### config.mk
export PLATFORM = sky130hd
export DESIGN_NAME = spi_rdid_ctrl
export DESIGN_NICKNAME = d
export VERILOG_FILES = /design/src/rtl/spi_rdid_ctrl.sv
export SDC_FILE = /design/constraint.sdc
export NUM_CORES = 1
export LEC_CHECK = 0
export ABC_AREA = 0
export CAP_MARGIN = 20
export CORE_MARGIN = 2
export CORE_UTILIZATION = 55
export DETAILED_ROUTE_END_ITERATION = 10
export GPL_TIMING_DRIVEN = 0
export PLACE_DENSITY_LB_ADDON = 0.15
export SYNTH_ARGS = -nofsm -noshare
export SYNTH_HDL_FRONTEND = slang
export SYNTH_SLANG_ARGS = --single-unit
### constraint.sdc
create_clock -name CLK_IN -period 2.7 [get_ports CLK_IN]
set_input_delay 0.27 -clock CLK_IN [delete_from_list [all_inputs] [get_ports CLK_IN]]
set_output_delay 0.27 -clock CLK_IN [all_outputs]
set_load 0.01 [all_outputs]
### src/rtl/spi_rdid_ctrl.sv
// rtl/spi_rdid_ctrl.sv - SPI flash RDID engine: CS setup, opcode out, ID bytes in, CS hold, done strobe
// Optional ID plausibility flag (ID_VALID_OUT) is built when RDID_ID_CHECK_EN is defined.
module spi_rdid_ctrl #(
   parameter logic [7:0] CMD_OPCODE      = 8'h9F,
   parameter int         ID_BYTES        = 3,
   parameter int         CS_SETUP_CYCLES = 2,
   parameter int         CS_HOLD_CYCLES  = 2
) (
   input  logic                  CLK_IN,
   input  logic                  RST_N_IN,
   input  logic                  START_IN,
   output logic                  BUSY_OUT,
   output logic                  DONE_OUT,
   output logic [8*ID_BYTES-1:0] ID_OUT,
   output logic                  SPI_CS_N_OUT,
   output logic                  SPI_SCK_OUT,
   output logic                  SPI_MOSI_OUT,
   input  logic                  SPI_MISO_IN
`ifdef RDID_ID_CHECK_EN
   ,
   output logic                  ID_VALID_OUT
`endif
);

   localparam int         ID_W       = 8 * ID_BYTES;
   localparam logic [5:0] CMD_LAST   = 6'd7;
   localparam logic [5:0] BIT_LAST   = 6'(8 * (1 + ID_BYTES) - 1);
   localparam logic [3:0] SETUP_LAST = 4'(CS_SETUP_CYCLES);
   localparam logic [3:0] HOLD_LAST  = 4'(CS_HOLD_CYCLES - 1);

   typedef enum logic [2:0] {
      IDLE,
      CS_SETUP,
      SHIFT_CMD,
      SHIFT_ID,
      CS_HOLD
   } state_t;

   state_t            state_q, state_nxt;
   logic [3:0]        dly_q, dly_nxt;
   logic [5:0]        bit_q, bit_nxt;
   logic              phase_q, phase_nxt;
   logic [ID_W-1:0]   shift_q, shift_nxt;
   logic [ID_W-1:0]   id_q, id_nxt;
   logic              cs_n_q, cs_n_nxt;
   logic              sck_q, sck_nxt;
   logic              mosi_q, mosi_nxt;
   logic              busy_q, busy_nxt;
   logic              done_q, done_nxt;
   logic [2:0]        op_idx;
`ifdef RDID_ID_CHECK_EN
   logic              id_valid_q, id_valid_nxt;
`endif

   // Opcode bit to present once the current command bit completes.
   assign op_idx = 3'd6 - bit_q[2:0];

   always_ff @(posedge CLK_IN or negedge RST_N_IN) begin
      if (!RST_N_IN) begin
         state_q    <= IDLE;
         dly_q      <= '0;
         bit_q      <= '0;
         phase_q    <= 1'b0;
         shift_q    <= '0;
         id_q       <= '0;
         cs_n_q     <= 1'b1;
         sck_q      <= 1'b0;
         mosi_q     <= 1'b0;
         busy_q     <= 1'b0;
         done_q     <= 1'b0;
`ifdef RDID_ID_CHECK_EN
         id_valid_q <= 1'b0;
`endif
      end else begin
         state_q    <= state_nxt;
         dly_q      <= dly_nxt;
         bit_q      <= bit_nxt;
         phase_q    <= phase_nxt;
         shift_q    <= shift_nxt;
         id_q       <= id_nxt;
         cs_n_q     <= cs_n_nxt;
         sck_q      <= sck_nxt;
         mosi_q     <= mosi_nxt;
         busy_q     <= busy_nxt;
         done_q     <= done_nxt;
`ifdef RDID_ID_CHECK_EN
         id_valid_q <= id_valid_nxt;
`endif
      end
   end

   always_comb begin
      state_nxt    = state_q;
      dly_nxt      = dly_q;
      bit_nxt      = bit_q;
      phase_nxt    = phase_q;
      shift_nxt    = shift_q;
      id_nxt       = id_q;
      cs_n_nxt     = cs_n_q;
      sck_nxt      = sck_q;
      mosi_nxt     = mosi_q;
      busy_nxt     = busy_q;
      done_nxt     = 1'b0;
`ifdef RDID_ID_CHECK_EN
      id_valid_nxt = id_valid_q;
`endif
      case (state_q)
         IDLE: begin
            if (START_IN) begin
               state_nxt = CS_SETUP;
               cs_n_nxt  = 1'b0;
               busy_nxt  = 1'b1;
               dly_nxt   = '0;
               shift_nxt = '0;
            end
         end
         CS_SETUP: begin
            if (dly_q == SETUP_LAST) begin
               state_nxt = SHIFT_CMD;
               bit_nxt   = '0;
               phase_nxt = 1'b0;
               sck_nxt   = 1'b0;
               mosi_nxt  = CMD_OPCODE[7];
            end else begin
               dly_nxt = dly_q + 4'd1;
            end
         end
         SHIFT_CMD, SHIFT_ID: begin
            if (!phase_q) begin
               sck_nxt   = 1'b1;
               phase_nxt = 1'b1;
            end else begin
               // Falling SCK edge: MISO is sampled here, next bit is launched.
               sck_nxt   = 1'b0;
               phase_nxt = 1'b0;
               bit_nxt   = bit_q + 6'd1;
               if (state_q == SHIFT_CMD) begin
                  if (bit_q == CMD_LAST) begin
                     state_nxt = SHIFT_ID;
                     mosi_nxt  = 1'b0;
                  end else begin
                     mosi_nxt = CMD_OPCODE[op_idx];
                  end
               end else begin
                  shift_nxt = {shift_q[ID_W-2:0], SPI_MISO_IN};
                  mosi_nxt  = 1'b0;
                  if (bit_q == BIT_LAST) begin
                     state_nxt = CS_HOLD;
                     dly_nxt   = '0;
                  end
               end
            end
         end
         CS_HOLD: begin
            if (dly_q == HOLD_LAST) begin
               state_nxt = IDLE;
               cs_n_nxt  = 1'b1;
               busy_nxt  = 1'b0;
               done_nxt  = 1'b1;
               id_nxt    = shift_q;
`ifdef RDID_ID_CHECK_EN
               id_valid_nxt = (shift_q != '0) && (shift_q != '1);
`endif
            end else begin
               dly_nxt = dly_q + 4'd1;
            end
         end
         default: begin
            state_nxt = IDLE;
            cs_n_nxt  = 1'b1;
            sck_nxt   = 1'b0;
            busy_nxt  = 1'b0;
         end
      endcase
   end

   assign BUSY_OUT     = busy_q;
   assign DONE_OUT     = done_q;
   assign ID_OUT       = id_q;
   assign SPI_CS_N_OUT = cs_n_q;
   assign SPI_SCK_OUT  = sck_q;
   assign SPI_MOSI_OUT = mosi_q;
`ifdef RDID_ID_CHECK_EN
   assign ID_VALID_OUT = id_valid_q;
`endif

endmodule

==> flow_metrics.env, run 1 <==
export IMPL_hp_class="in -> async"
export IMPL_worstSetupPathType="reg -> reg"
export IMPL_yosysWarnings=0
export IMPL_layout_drive_gt1_share_pct=8.311
export IMPL_max_slew_margin_pct=45.11
export IMPL_crit_path_end_kind="register"
export IMPL_synthMuxAreaShare_pct=1.097
export IMPL_ios=33
export IMPL_via_per_inst=5.251
export IMPL_fill_cells=436
export IMPL_grtUsageTotal_pct=21.83
export IMPL_power_density_nw_per_um2=551.8
export IMPL_rsz0062_at_grt="false"
export IMPL_clkLatencyLatePin_ps=340
export IMPL_die_x_um=77.43
export IMPL_cts_buffer_depth=2
export IMPL_drc_errors=0
export IMPL_wire_per_inst_um=13.45
export IMPL_layout_nets=376
export IMPL_gp_congestion=0.8842
export IMPL_drtPass1Iterations=4
export IMPL_vias=2326
export IMPL_fmax_ghz=0.4504
export IMPL_synth_top_family_by_area="simple AND/OR/NAND/NOR gates"
export IMPL_grt_max_degree=68
export IMPL_syn2layout_area_growth_pct=21.60
export IMPL_synth_compound_area_share_pct=12.87
export IMPL_synth_area_per_cell_um2=9.124
export IMPL_yosys_area_share_adder_pct=1.688
export IMPL_cts_num_sinks=67
export IMPL_root_buffer="clkbuf_8"
export IMPL_final_util_pct=70.16
export IMPL_cts_buffers=9
export IMPL_cp_max_fo=10
export IMPL_grt_overflow_total=0
export IMPL_clk_pin_slew_ps=80
export IMPL_cts_tree="built"
export IMPL_critPathSlowestCell="dfrtp_1"
export IMPL_worst_clock_skew_ps=9.532
export IMPL_drt_iter0_markers=145
export IMPL_total_power_w=0.001990
export IMPL_critPathRequiredTime_ps=2970
export IMPL_synth_seq_cells=67
export IMPL_ctsHoldBuffers=0
export IMPL_crit_chain="inv_1, ha_1, nor3b_1, nand3_1, inv_2, clkbuf_1, nand2_1, nand2_1"
export IMPL_grt_pass1_wl_mm=10.42
export IMPL_port_buffer_count=32
export IMPL_ctsResizeCount=0
export IMPL_dp_hpwl_mm=4.101
export IMPL_hold_violations=0
export IMPL_critPathMaxStageDelay_ps=430
export IMPL_die_area_um2=5995
export IMPL_n_antenna_cell=0
export IMPL_syn_inst=325
export IMPL_cp_arrival_ps=2490
export IMPL_leakage_nw=1.924
export IMPL_syn_cell_area_um2=2965
export IMPL_routed_wl_mm=5.957
export IMPL_grt_pass1_vias=2293
export IMPL_ir_worst_vdd_mv=0.4475
export IMPL_yosys_area_share_simple_pct=23.71
export IMPL_hold_ws_ps=5.594
export IMPL_core_area_um2=5140
export IMPL_cts_htree_levels=3
export IMPL_setup_viol=0
export IMPL_post_synth_num_cell_types=42
export IMPL_initial_core_util_pct=57.69
export IMPL_fp_row_count=26
export IMPL_grt_antenna_before_repair=0
export IMPL_synth_fp_nets=333
export IMPL_ys_seq_area_share_pct=56.58
export IMPL_worst_path_most_repeated_cell="nand2_1"
export IMPL_slew_viol_final=0
export IMPL_worst_slew_pin_slew_ps=823.4
export IMPL_start_kind="register"
export IMPL_antenna_left=0
export IMPL_die_h_um=77.43
export IMPL_layout_min_cycle_time_ps=2220
export IMPL_max_cap_viol_count=0
export IMPL_cp_num_buf_inv=3
export IMPL_crit_family="simple AND/OR/NAND/NOR gates"
export IMPL_cts_setup_buffers=0
export IMPL_finalCritPeriodShare_pct=82.23
export IMPL_synthXorXnorAreaFrac_pct=0.8861
export IMPL_status="complete, no violations"
## metrics by stage
step                      worst slack, ps  TNS (ps)  cells  area, um^2
after floorplan                     796.0         0    325        2965
after global placement             -870.5    -57300    427        3373
after detailed placement            466.2         0    427        3371
after CTS                           447.2         0    443        3606
after global routing                226.9         0    443        3606
final                               479.8         0    443        3606
## Yosys cell counts
library cell	instances	area, um^2
nor2_4	1	11.26
o21ai_1	3	15.01
nor4b_1	1	8.760
nor3b_1	1	7.510
o41ai_2	1	16.27
inv_2	1	3.750
a21o_1	1	7.510
o22a_1	1	8.760
nor2_1	9	33.78
a21oi_1	11	55.05
nand2b_1	7	43.79
o311ai_2	1	16.27
mux2_2	1	11.26
o41ai_4	1	27.53
mux2_1	1	11.26
a22oi_1	1	7.510
mux2i_1	1	10.01
a221o_1	1	10.01
a22o_1	3	26.28
a31oi_1	1	6.260
buf_2	3	15.01
nor3_1	3	15.01
and2_1	2	12.51
nand3_2	1	10.01
nor2b_4	1	13.76
a211o_4	1	17.52
nand2_1	130	488.0
clkbuf_1	12	45.04
ha_1	4	50.05
o21ai_0	30	150.1
o31ai_1	1	7.510
buf_1	1	3.750
inv_1	7	26.28
or4_1	1	7.510
dfrtp_1	66	1652
nand3_1	4	20.02
xor2_1	3	26.28
and3_1	1	6.260
nand4_1	2	12.51
dfstp_2	1	26.28
a22o_2	1	10.01
or3_1	2	12.51
## power breakdown
group | switching (W) | internal, W | total, W
registers | 0.000000914 | 0.00100 | 0.00100
clock network | 0.000386 | 0.000573 | 0.000960
logic | 0.0000203 | 0.00000488 | 0.0000251
total | 0.000408 | 0.00158 | 0.00199
## registers in the layout (all words and copies together), names as in the netlist
register,count
BUSY_OUT,1
DONE_OUT,1
ID_OUT,24
SPI_CS_N_OUT,1
SPI_MOSI_OUT,1
SPI_SCK_OUT,1
bit_q,6
dly_q,4
phase_q,1
shift_q,24
state_q,3
## worst register-to-register path, stage by stage, from the launching register on
cell and delay [ps]:
dfrtp_1 430, inv_1 70, ha_1 120, nor3b_1 390
nand3_1 340, inv_2 200, clkbuf_1 410, nand2_1 120
nand2_1 70
## metal layers
layer	share of wire, %	global-route usage, %
met1	45	27.81
met2	51	36.52
met3	2.4	3.721
met4	1.6	10.18
met5	0	0
## worst paths after layout
path                            startpoint    endpoint  slack (ps)  cells after the start
max in group asynchronous         RST_N_IN   ID_OUT[5]        2130                      1
min in group CLK_IN             ID_OUT[20]  ID_OUT[20]         480                      2
worst max register to register    dly_q[1]  ID_OUT[15]         480                      8
worst min register to register  ID_OUT[20]  ID_OUT[20]         480                      2
worst min-delay path              RST_N_IN    dly_q[2]           6                      1
worst max-delay path              dly_q[1]  ID_OUT[15]         480                      8
## placed cells by master, fill, tap and decap left out, types with 2 or more instances in the layout
| master | n |
|---|---|
| nor2_1 | 9 |
| xor2_1 | 3 |
| o21ai_0 | 30 |
| bufinv_16 | 2 |
| inv_1 | 7 |
| clkdlybuf4s50_1 | 31 |
| ha_1 | 4 |
| clkinvlp_4 | 2 |
| nand4_1 | 2 |
| clkbuf_1 | 12 |
| dfrtp_1 | 66 |
| a21oi_1 | 11 |
| clkbuf_8 | 11 |
| nand2b_1 | 7 |
| a22o_1 | 3 |
| buf_2 | 3 |
| nand3_1 | 4 |
| nor3_1 | 3 |
| o21ai_1 | 3 |
| nand2_1 | 130 |
| or3_1 | 2 |
| and2_1 | 2 |
## layout make-up
| cell class | count | area, um^2 | share of cell area (%) |
|---|---|---|---|
| clock inverters | 5 | 83.83 | 2.325 |
| flip-flops and latches | 67 | 1678 | 46.53 |
| plain buffers | 16 | 63.81 | 1.770 |
| multi-input cells | 234 | 1194 | 33.10 |
| inverters | 8 | 30.03 | 0.8328 |
| well taps | 70 | 87.58 | 2.429 |
| clock buffers | 11 | 151.4 | 4.198 |
| repair buffers | 32 | 317.8 | 8.813 |
## cell families after synthesis
family | Yosys count
buf+inv | 24
mux | 3
fa+ha+maj | 4
compound gates | 58
flops | 67
xor+xnor | 3
simple gates | 166
Note: power is estimated with default switching activity, not from simulation.
==> run 2: changes to the inputs <==
CORE_UTILIZATION = 50   (was 55)
clock period = 1.9 ns   (was 2.7 ns; I/O delays follow)
==> flow_metrics.env, run 2 (synthesized netlist as in run 1, its figures left out) <==
export IMPL_grt_overflow_total=0
export IMPL_finalCritPeriodShare_pct=101.1
export IMPL_routed_wl_mm=6.337
export IMPL_ir_worst_vdd_mv=0.5005
export IMPL_critPathSlowestCell="dfrtp_2"
export IMPL_initial_core_util_pct=50.99
export IMPL_fp_row_count=28
export IMPL_top_layer="met4"
export IMPL_critPathRequiredTime_ps=2140
export IMPL_fmax_ghz=0.5208
export IMPL_drc_errors=0
export IMPL_p_int_w=0.002303
export IMPL_power_density_nw_per_um2=761.3
export IMPL_drt_met1_wl_mm=2.966
export IMPL_crit_path_end_kind="register"
export IMPL_cp_max_fo=4
export IMPL_syn2layout_area_growth_pct=28.27
export IMPL_leakage_nw=2.007
export IMPL_max_slew_margin_pct=44.30
export IMPL_pre_cts_ws_ps=-210.3
export IMPL_port_buffer_count=32
export IMPL_violations="setup timing"
export IMPL_p_comb_share_pct=1.3
export IMPL_clkLatencyLatePin_ps=340
export IMPL_via_per_inst=5.208
export IMPL_wire_per_inst_um=13.75
export IMPL_hold_violations=0
export IMPL_grt_max_degree=68
export IMPL_mostFrequentLayoutCells="nand2_1, dfrtp_1, clkdlybuf4s50_1, o21ai_0, buf_4"
export IMPL_wl_met3_um=206
export IMPL_setup_viol=2
export IMPL_max_cap_viol_count=0
export IMPL_clk_pin_slew_ps=80
export IMPL_seqPwrFrac_pct=49.3
export IMPL_drtPass1Iterations=4
export IMPL_wl_met2_mm=2.965
export IMPL_worstSetupPathType="reg -> reg"
export IMPL_setup_ws_ps=-20.14
export IMPL_grt_antenna_before_repair=0
export IMPL_gp_congestion=0.8793
export IMPL_start_kind="register"
export IMPL_worst_clock_skew_ps=6.684
export IMPL_dp_hpwl_mm=4.016
export IMPL_die_h_um=81.01
export IMPL_die_x_um=81.01
export IMPL_layout_min_cycle_time_ps=1920
export IMPL_vias=2401
export IMPL_hp_class="in -> reg"
export IMPL_core_area_um2=5816
export IMPL_p_switching_w=0.0005922
export IMPL_die_area_um2=6563
export IMPL_antenna_left=0
export IMPL_cts_num_sinks=67
export IMPL_cts_tree="built"
export IMPL_cp_arrival_ps=2160
export IMPL_root_buffer="clkbuf_8"
export IMPL_grt_pass1_vias=2338
export IMPL_status="complete, but fails checks"
export IMPL_crit_chain="nor2b_4, a221o_1, a211o_4, buf_6, o41ai_2"
export IMPL_worst_slew_pin_slew_ps=835.5
export IMPL_rsz0062_at_grt="true"
export IMPL_hold_ws_ps=450.4
export IMPL_cts_htree_levels=3
export IMPL_p_clk_share_pct=49.4
export IMPL_grt_pass1_wl_mm=10.77
export IMPL_layout_drive_gt1_share_pct=16.06
export IMPL_drt_iter0_markers=114
export IMPL_ios=33
export IMPL_final_common_cell="nand2_1"
export IMPL_layout_nets=389
export IMPL_n_antenna_cell=0
export IMPL_switching_share_pct=20.45
export IMPL_critPathMaxStageDelay_ps=440
export IMPL_cts_buffer_depth=2
export IMPL_grtUsageTotal_pct=21.69
export IMPL_slew_viol_final=0
export IMPL_cts_buffers=9
[run 2: worst max-delay path: cells and delay by family (launching register included)]
family                 cells  cell delay (ps)
AOI/OAI and AO/OA          3             1100
DFF                        1              440
and+or+nand+nor            1              150
buffers and inverters      1              130
[run 2: per-layer routing]
| metal | GRT usage (%) | vias up |
|---|---|---|
| li1 | - | 1180 |
| met1 | 28.35 | 1154 |
| met2 | 33.80 | 49 |
| met3 | 5.111 | 18 |
| met4 | 11.19 | 0 |
| met5 | 0 | - |
[run 2: final cells by class]
| type | count | area [um^2] |
|---|---|---|
| fill | 493 | 2012 |
| sequential | 67 | 1682 |
| multi-input combinational | 234 | 1257 |
| timing repair buffer | 46 | 429.2 |
| clock buffer | 9 | 123.9 |
| clock inverter | 7 | 116.4 |
| tap | 75 | 93.84 |
| buffer | 15 | 71.32 |
| inverter | 8 | 30.03 |
[run 2: worst paths after layout]
kind / from / end / slack, ps / cells after the start
setup / recovery: state_q[1] / dly_q[2] / -20 / 5
hold / removal: SPI_MISO_IN / shift_q[0] / 450 / 3
setup reg to reg: state_q[1] / dly_q[2] / -20 / 5
hold reg to reg: SPI_CS_N_OUT / SPI_CS_N_OUT / 470 / 2
max in group asynchronous: RST_N_IN / bit_q[0] / 820 / 2
min in group asynchronous: RST_N_IN / bit_q[3] / 490 / 2
[run 2: power groups by stage]
stage	clock network (W)	registers [W]	logic (W)
floorplan	0	0.00146	0.00000303
global placement	0	0.00146	0.0000391
detailed placement	0	0.00146	0.0000383
CTS	0.00145	0.00143	0.0000399
global route	0.00152	0.00143	0.0000448
finish	0.00143	0.00143	0.0000382
[run 2: timing repair]
item | CTS | global route
endpoints found under the hold margin | 66 | 0
buffers inserted | 9 | 5
endpoints found under the setup margin | 46 | 47
hold buffers | 1 | 0
pin swaps | 4 | 6
resized for setup | 13 | 19
[run 2: through the flow]
stage	std cells	total power (W)	util, %	TNS [ps]	cell area (um^2)
global placement	432	0.001495	58.11	-110320	3379
CTS	457	0.002917	64.07	0	3726
finish	461	0.002896	65.40	-24.98	3804
global route	461	0.002993	65.40	-214.2	3804
detailed placement	432	0.001494	58.07	-4934	3377
floorplan	325	0.001458	-	0	2965
